==> config.mk <==
export PLATFORM = sky130hd
export DESIGN_NAME = cpu_sequencer_flat
export DESIGN_NICKNAME = d
export VERILOG_FILES = /design/src/rtl/cpu_pkg.sv /design/src/rtl/cpu_sequencer_if.sv /design/src/rtl/cpu_seq_wait_timer.sv /design/src/rtl/cpu_sequencer.sv /design/src/flat_wrapper.sv
export SDC_FILE = /design/constraint.sdc
export NUM_CORES = 1
export LEC_CHECK = 0
export CAP_MARGIN = 10
export CORE_MARGIN = 10
export CORE_UTILIZATION = 39
export DETAILED_ROUTE_END_ITERATION = 6
export PLACE_DENSITY = 0.73
export SYNTH_ARGS = -nofsm -noshare
export SYNTH_HDL_FRONTEND = slang
export SYNTH_SLANG_ARGS = --single-unit
==> constraint.sdc <==
create_clock -name clk -period 1.4 [get_ports clk]
set_input_delay 0.21 -clock clk [delete_from_list [all_inputs] [get_ports clk]]
set_output_delay 0.21 -clock clk [all_outputs]
set_load 0.02 [all_outputs]
==> src/rtl/cpu_pkg.sv <==
// Shared types for the 8-bit CPU control path: opcodes, ALU encodings, sequencer states.
package cpu_pkg;

  localparam logic [3:0] OPC_ADD   = 4'd0;
  localparam logic [3:0] OPC_SUB   = 4'd1;
  localparam logic [3:0] OPC_AND   = 4'd2;
  localparam logic [3:0] OPC_OR    = 4'd3;
  localparam logic [3:0] OPC_LOAD  = 4'd4;
  localparam logic [3:0] OPC_STORE = 4'd5;
  localparam logic [3:0] OPC_JUMP  = 4'd6;
  localparam logic [3:0] OPC_HALT  = 4'hF;

  localparam logic [1:0] ALU_ADD = 2'b00;
  localparam logic [1:0] ALU_SUB = 2'b01;
  localparam logic [1:0] ALU_AND = 2'b10;
  localparam logic [1:0] ALU_OR  = 2'b11;

  typedef enum logic [2:0] {
    S_IDLE   = 3'd0,
    S_FETCH  = 3'd1,
    S_DECODE = 3'd2,
    S_EXEC   = 3'd3,
    S_MEM    = 3'd4,
    S_WB     = 3'd5,
    S_HALT   = 3'd6
  } seq_state_t;

  function automatic logic is_alu_opc(input logic [3:0] opc);
    return opc < OPC_LOAD;
  endfunction

  function automatic logic [1:0] alu_sel(input logic [3:0] opc);
    logic [1:0] sel;
    case (opc)
      OPC_SUB: sel = ALU_SUB;
      OPC_AND: sel = ALU_AND;
      OPC_OR:  sel = ALU_OR;
      default: sel = ALU_ADD;
    endcase
    return sel;
  endfunction

endpackage

==> src/rtl/cpu_sequencer_if.sv <==
// Sequencer <-> memory/datapath bundle; master is the sequencer, slave is memory + datapath.
interface cpu_sequencer_if;
  logic       run;
  logic [7:0] instr;
  logic       mem_ack;
  logic       fetch_req;
  logic       ir_load;
  logic       pc_inc;
  logic       pc_load;
  logic       reg_write;
  logic       mem_read;
  logic       mem_write;
  logic [1:0] alu_op;
  logic       alu_src;
  logic       instr_done;
  logic       bus_err;
  logic [2:0] state;

  modport master (
    input  run, instr, mem_ack,
    output fetch_req, ir_load, pc_inc, pc_load, reg_write, mem_read, mem_write,
           alu_op, alu_src, instr_done, bus_err, state
  );

  modport slave (
    output run, instr, mem_ack,
    input  fetch_req, ir_load, pc_inc, pc_load, reg_write, mem_read, mem_write,
           alu_op, alu_src, instr_done, bus_err, state
  );
endinterface

==> src/rtl/cpu_seq_wait_timer.sv <==
// Counts request cycles without ack; expired when the count reaches WAIT_MAX (0 = never).
module cpu_seq_wait_timer #(
  parameter int WAIT_MAX = 15
) (
  input  logic clk,
  input  logic rst,
  input  logic clr,
  input  logic inc,
  output logic expired
);
  localparam int CNT_W = (WAIT_MAX < 2) ? 1 : $clog2(WAIT_MAX + 1);

  logic [CNT_W-1:0] cnt_q;

  // Saturates at all-ones so a disabled timer never wraps back into range.
  always_ff @(posedge clk) begin
    if (rst || clr) begin
      cnt_q <= '0;
    end else if (inc && (cnt_q != '1)) begin
      cnt_q <= cnt_q + CNT_W'(1);
    end
  end

  assign expired = (WAIT_MAX != 0) && (cnt_q == CNT_W'(WAIT_MAX));
endmodule

==> src/rtl/cpu_sequencer.sv <==
// Multi-cycle fetch/decode/exec/mem/wb sequencer; requests hold until mem_ack or WAIT_MAX timeout.
// CPU_SEQ_HALT_EN: opcode 4'hF parks the FSM in HALT until reset; otherwise 4'hF is a NOP.
module cpu_sequencer
  import cpu_pkg::*;
#(
  parameter int WAIT_MAX = 15,
  parameter int OPC_W    = 4
) (
  input logic             clk,
  input logic             rst,
  cpu_sequencer_if.master bus
);
  seq_state_t       state_q;
  seq_state_t       next_fetch;
  logic [OPC_W-1:0] opcode_q;
  logic             bus_err_q;
  logic [3:0]       opc;
  logic             req_state;
  logic             wt_clr;
  logic             wt_inc;
  logic             wt_expired;
  logic             instr_unused;

  assign opc          = 4'(opcode_q);
  assign instr_unused = ^bus.instr[7-OPC_W:0];
  assign next_fetch   = bus.run ? S_FETCH : S_IDLE;

  // Every non-request state and every ack clears, so FETCH/MEM are always entered at zero.
  assign req_state = (state_q == S_FETCH) || (state_q == S_MEM);
  assign wt_clr    = !req_state || bus.mem_ack;
  assign wt_inc    = req_state && !bus.mem_ack;

  cpu_seq_wait_timer #(.WAIT_MAX(WAIT_MAX)) u_wait_timer (
    .clk     (clk),
    .rst     (rst),
    .clr     (wt_clr),
    .inc     (wt_inc),
    .expired (wt_expired)
  );

  always_ff @(posedge clk) begin
    if (rst) begin
      state_q   <= S_IDLE;
      opcode_q  <= '0;
      bus_err_q <= 1'b0;
    end else begin
      case (state_q)
        S_IDLE: begin
          if (bus.run && !bus_err_q) state_q <= S_FETCH;
        end
        S_FETCH: begin
          if (bus.mem_ack) begin
            opcode_q <= bus.instr[7 -: OPC_W];
            state_q  <= S_DECODE;
          end else if (wt_expired) begin
            bus_err_q <= 1'b1;
            state_q   <= S_IDLE;
          end
        end
        S_DECODE: state_q <= S_EXEC;
        S_EXEC: begin
          if (is_alu_opc(opc)) begin
            state_q <= S_WB;
          end else if ((opc == OPC_LOAD) || (opc == OPC_STORE)) begin
            state_q <= S_MEM;
`ifdef CPU_SEQ_HALT_EN
          end else if (opc == OPC_HALT) begin
            state_q <= S_HALT;
`endif
          end else begin
            state_q <= next_fetch;
          end
        end
        S_MEM: begin
          if (bus.mem_ack) begin
            state_q <= (opc == OPC_LOAD) ? S_WB : next_fetch;
          end else if (wt_expired) begin
            bus_err_q <= 1'b1;
            state_q   <= S_IDLE;
          end
        end
        S_WB:    state_q <= next_fetch;
        S_HALT:  state_q <= S_HALT;
        default: state_q <= S_IDLE;
      endcase
    end
  end

  // Strobes are masked during reset so a request in flight drops in the reset cycle itself.
  always_comb begin
    bus.fetch_req  = 1'b0;
    bus.ir_load    = 1'b0;
    bus.pc_inc     = 1'b0;
    bus.pc_load    = 1'b0;
    bus.reg_write  = 1'b0;
    bus.mem_read   = 1'b0;
    bus.mem_write  = 1'b0;
    bus.alu_op     = ALU_ADD;
    bus.alu_src    = 1'b0;
    bus.instr_done = 1'b0;
    if (!rst) begin
      case (state_q)
        S_FETCH: begin
          bus.fetch_req = 1'b1;
          bus.ir_load   = bus.mem_ack;
        end
        S_EXEC: begin
          if (is_alu_opc(opc)) begin
            bus.alu_op = alu_sel(opc);
          end else if ((opc == OPC_LOAD) || (opc == OPC_STORE)) begin
            bus.alu_src = 1'b1;
          end else if (opc == OPC_JUMP) begin
            bus.pc_load    = 1'b1;
            bus.instr_done = 1'b1;
          end else begin
`ifdef CPU_SEQ_HALT_EN
            if (opc != OPC_HALT) begin
              bus.pc_inc     = 1'b1;
              bus.instr_done = 1'b1;
            end
`else
            bus.pc_inc     = 1'b1;
            bus.instr_done = 1'b1;
`endif
          end
        end
        S_MEM: begin
          bus.alu_src = 1'b1;
          if (opc == OPC_LOAD) begin
            bus.mem_read = 1'b1;
          end else begin
            bus.mem_write  = 1'b1;
            bus.pc_inc     = bus.mem_ack;
            bus.instr_done = bus.mem_ack;
          end
        end
        S_WB: begin
          bus.reg_write  = 1'b1;
          bus.pc_inc     = 1'b1;
          bus.instr_done = 1'b1;
          if (is_alu_opc(opc)) bus.alu_op = alu_sel(opc);
        end
        default: ;
      endcase
    end
  end

  assign bus.bus_err = bus_err_q && !rst;
  assign bus.state   = rst ? S_IDLE : state_q;
endmodule

==> src/flat_wrapper.sv <==
// flat-port wrapper written by rule: the top's interface ports become plain ports
module cpu_sequencer_flat import cpu_pkg::*;
#(
  parameter int WAIT_MAX = 15,
  parameter int OPC_W    = 4
)
  (clk, rst, bus_run, bus_instr, bus_mem_ack, bus_fetch_req, bus_ir_load, bus_pc_inc, bus_pc_load, bus_reg_write, bus_mem_read, bus_mem_write, bus_alu_op, bus_alu_src, bus_instr_done, bus_bus_err, bus_state);
  cpu_sequencer_if bus_i ();
  input logic clk;
  input logic rst;
  input wire logic [$bits(bus_i.run)-1:0] bus_run;
  input wire logic [$bits(bus_i.instr)-1:0] bus_instr;
  input wire logic [$bits(bus_i.mem_ack)-1:0] bus_mem_ack;
  output wire logic [$bits(bus_i.fetch_req)-1:0] bus_fetch_req;
  output wire logic [$bits(bus_i.ir_load)-1:0] bus_ir_load;
  output wire logic [$bits(bus_i.pc_inc)-1:0] bus_pc_inc;
  output wire logic [$bits(bus_i.pc_load)-1:0] bus_pc_load;
  output wire logic [$bits(bus_i.reg_write)-1:0] bus_reg_write;
  output wire logic [$bits(bus_i.mem_read)-1:0] bus_mem_read;
  output wire logic [$bits(bus_i.mem_write)-1:0] bus_mem_write;
  output wire logic [$bits(bus_i.alu_op)-1:0] bus_alu_op;
  output wire logic [$bits(bus_i.alu_src)-1:0] bus_alu_src;
  output wire logic [$bits(bus_i.instr_done)-1:0] bus_instr_done;
  output wire logic [$bits(bus_i.bus_err)-1:0] bus_bus_err;
  output wire logic [$bits(bus_i.state)-1:0] bus_state;
  assign bus_i.run = bus_run;
  assign bus_i.instr = bus_instr;
  assign bus_i.mem_ack = bus_mem_ack;
  assign bus_fetch_req = bus_i.fetch_req;
  assign bus_ir_load = bus_i.ir_load;
  assign bus_pc_inc = bus_i.pc_inc;
  assign bus_pc_load = bus_i.pc_load;
  assign bus_reg_write = bus_i.reg_write;
  assign bus_mem_read = bus_i.mem_read;
  assign bus_mem_write = bus_i.mem_write;
  assign bus_alu_op = bus_i.alu_op;
  assign bus_alu_src = bus_i.alu_src;
  assign bus_instr_done = bus_i.instr_done;
  assign bus_bus_err = bus_i.bus_err;
  assign bus_state = bus_i.state;
  cpu_sequencer #(.WAIT_MAX(WAIT_MAX), .OPC_W(OPC_W)) u_core (.clk(clk), .rst(rst), .bus(bus_i));
endmodule
==> impl_metrics.py <==
metrics = {
    "timing": {
        "finalSetupTns_ns": -3.82,
        "setup_viol": 18,
        "slew_viol_final": 0,
        "fin_crit_sh_pct": 138,
        "period_minus_slack_ns": 1.93,
        "final-hold-violation-count": 0,
        "max_freq_ghz": 0.519,
        "finalClockSkew_ns": 0.00364,
        "worst_pin_slew_ns": 0.340,
        "maxSlewHeadroom_pct": 77.3,
        "fin_ws_ns": -0.527,
        "rsz0062_at_grt": "true",
    },
    "floorplan": {
        "core_sq_mm": 0.00192,
        "io_pins": 27,
        "die_w_microns": 64.7,
        "start_util_pct": 40.5,
        "dieHeight_microns": 64.7,
        "dieArea_sq_mm": 0.00418,
        "rows": 16,
    },
    "hold_path": {
        "hold_depth": 2,
        "hp-start": "u_core.u_wait_timer.cnt_q[1]",
        "worst_hold_path.endpoint": "u_core.u_wait_timer.cnt_q[1]",
        "hp-class": "flop to flop",
    },
    "finish": {
        "regArea_sq_um": 248,
        "multiInputGateArea_sq_um": 674,
        "stdcell_count": 177,
        "nets": 164,
        "diodes": 0,
        "syn_to_final_growth_pct": 93.6,
        "fillers": 130,
        "fin_area_sq_mm": 0.00151,
        "layout-drive-gt1-share_pct": 55.3,
        "utilization_pct": 78.4,
    },
    "power_and_ir_drop": {
        "p_per_area_mw_per_mm2": 702,
        "swShare_pct": 29.8,
        "leakagePower_nw": 0.606,
        "combPwrFrac_pct": 38.3,
        "clkPwrFrac_pct": 26.6,
        "p_int_uw": 742,
        "p_seq_share_pct": 35.1,
        "net-switching-power_uw": 315,
        "ir_drop_mv": 0.694,
    },
    "setup_path": {
        "crit_type": "flop to output port",
        "arrival_ns": 1.72,
        "path_max_fanout": 3,
        "cp_cell_sequence": "or4b_4 > a21oi_4 > o22a_1 > nor2_4 > buf_6",
        "critPathRequiredTime_ns": 1.19,
        "slowest_stage": "or4b_4",
        "start_kind": "flop",
        "cpPeakStageDelay_ns": 0.57,
        "r2r_start": "u_core.opc[0]",
        "endpoint_kind": "output port",
        "regToRegEndpoint": "u_core.state_q[0]",
        "r2r_cells": 6,
        "r2r_setup_slack_ns": -0.27,
    },
    "placement": {
        "gp_congestion": 0.809,
        "dp.cells": 164,
        "io_buffers": 22,
        "placed_area_sq_mm": 0.00122,
        "dpl.hpwl_mm": 1.71,
        "dp_slack_ns": -0.691,
    },
    "detailed_routing": {
        "route.detailed.drc": 0,
        "vias": 896,
        "wirelength_mm": 2.59,
        "ant_nets": 0,
        "vias_per_cell": 5.06,
        "post_drt_wl_per_cell_microns": 14.6,
        "drtIter0Drc": 25,
        "drtPass1Iterations": 4,
    },
    "clock_network": {
        "cts_root_buf": "clkbuf_4",
        "cts_buffers": 3,
        "ctsLongestPathBuffers": 2,
        "cts_tree": "built",
        "clk_pin_slew_worst_paths_ns": 0.08,
        "clk_latency_ns": 0.28,
        "cts.sinks": 12,
        "cts_max_level": 1,
    },
    "synthesis": {
        "ys_seq_area_share_pct": 30.9,
        "syn_nets": 111,
        "ys_ff_latch": 12,
        "synth_area_per_cell_sq_um": 7.94,
        "yosysUniqueCellTypes": 34,
        "ys.warnings.count": 0,
        "synthCells": 98,
        "netlist_area_sq_um": 778,
    },
    "global_routing": {
        "grt-ovfl-total": 0,
        "grt_util_all_layers_pct": 11.7,
        "antenna_found_initial": 0,
        "grt_pass1_wl_mm": 4.06,
        "grt_pass1_vias": 874,
        "grt_max_degree": 16,
    },
    "outcome": {
        "violations": "negative setup slack",
        "status": "complete, but fails checks",
    },
    "job": {
        "max_cap_viol_count": 0,
    },
}
==> critical path, delay by kind of cell, from the launching register on <==
family,cells,cell delay [ns]
and+or+nand+nor,2,0.61
AOI/OAI and AO/OA,2,0.37
DFF,1,0.32
buffers and inverters,1,0.12
==> routing by layer <==
layer	vias to the layer above	track usage, %	wire length [microns]
met1	413	13.1	1020
met5	-	0	0
li1	455	-	-
met4	0	6.42	66
met3	4	3.26	146
met2	24	19.6	1360
==> state kept, by name, summed over array words and instances (netlist names) <==
name,flops
u_core.state_q,3
u_core.opc,4
u_core.u_wait_timer.cnt_q,4
u_core.bus_err_q,1
==> power by group through the flow <==
| stage | Sequential (mW) | Combinational, mW | Clock (mW) |
|---|---|---|---|
| 4_1_cts | 0.371 | 0.318 | 0.281 |
| 5_1_grt | 0.374 | 0.430 | 0.303 |
| 3_3_place_gp | 0.376 | 0.264 | 0 |
| 3_5_place_dp | 0.376 | 0.268 | 0 |
| 6_report | 0.371 | 0.405 | 0.281 |
| 2_1_floorplan | 0.382 | 0.140 | 0 |
==> placed cells by master, fill, tap and decap left out, types with 2 or more instances in the layout <==
cell             Yosys  final
a21oi_1              8      6
and2_4               0      2
and3_1               2      2
buf_2                3      2
buf_4                0     19
buf_6                0     22
buf_8                0      2
clkbuf_4             0      3
clkdlybuf4s50_1      0      5
dfxtp_1             12      6
dfxtp_2              0      6
inv_1                2      2
mux2i_1              4      4
nand2_1              4      3
nand2b_1             5      2
nand2b_4             0      3
nand3_1              2      2
nand3b_1             2      2
nor2_1              14     11
nor2_4               0      2
nor2b_1              5      5
nor3_2               1      4
nor3b_2              0      3
o21a_1               2      2
o21ai_0              3      3
==> how the worst max path moves through the flow <==
stage / from / depth (start not counted) / end / slack (ns)
floorplan: u_core.opc[0] / 4 / bus_pc_inc / -0.08
global placement: rst / 5 / bus_alu_op[0] / -0.66
detailed placement: rst / 5 / bus_alu_op[1] / -0.69
CTS: u_core.opc[3] / 5 / bus_pc_inc / -0.51
global route: u_core.opc[0] / 5 / bus_pc_inc / -0.59
finish: u_core.opc[0] / 5 / bus_pc_inc / -0.53
==> Yosys cell counts <==
library cell	number	area share, %
or2_1	1	0.80
o21bai_2	1	1.4
o41ai_2	1	2.1
o22a_1	1	1.1
nor2b_1	5	4.0
and2_1	3	2.4
clkbuf_1	2	0.96
a211o_1	1	1.1
or4b_4	1	1.8
a21oi_1	8	5.1
o31ai_1	1	0.96
nor2_1	14	6.8
or3_1	1	0.80
a32oi_1	1	1.1
ha_1	1	1.6
nor3b_1	3	2.9
o31ai_2	1	1.6
nand3b_1	2	1.9
nor4_1	1	0.80
nand3_1	2	1.3
nand2_1	4	1.9
dfxtp_1	12	31
nor3_2	1	1.3
o21ai_0	3	1.9
o211ai_1	1	0.96
inv_1	2	0.96
a31oi_1	1	0.80
nand2b_1	5	4.0
nor3_1	4	2.6
buf_2	3	1.9
and3_1	2	1.6
mux2i_1	4	5.1
xnor2_1	3	3.4
o21a_1	2	1.9
==> kinds of logic after synthesis <==
group                      Yosys count  synth area share [%]
and+or+nand+nor                     49                  34.9
xor gates and xnor gates             3                  3.38
buffers and inverters                7                  3.86
AOI/OAI and AO/OA                   22                  20.3
muxes                                4                  5.14
DFF                                 12                  30.9
adders and majority gates            1                  1.61
==> metrics by stage <==
step           power [mW]  hold slack (ns)
2_1_floorplan       0.522            0.357
3_3_place_gp        0.639            0.456
3_5_place_dp        0.645            0.471
4_1_cts             0.970            0.481
5_1_grt              1.11            0.498
6_report             1.06            0.474
==> layout make-up <==
class / instances / share of cell area (%)
Inverter: 2 / 0.498
Multi-Input combinational cell: 79 / 44.8
Tap cell: 27 / 2.24
Sequential cell: 12 / 16.4
Clock buffer: 4 / 2.41
Timing Repair Buffer: 53 / 33.6
==> repair_timing <==
| item | CTS | global route |
|---|---|---|
| pin swaps | 13 | 15 |
| endpoints found under the setup margin | 18 | 23 |
| hold buffers | 0 | 0 |
| resized for setup | 99 | 23 |
| setup buffers | 4 | 5 |
Note: power is estimated with default switching activity, not from simulation.
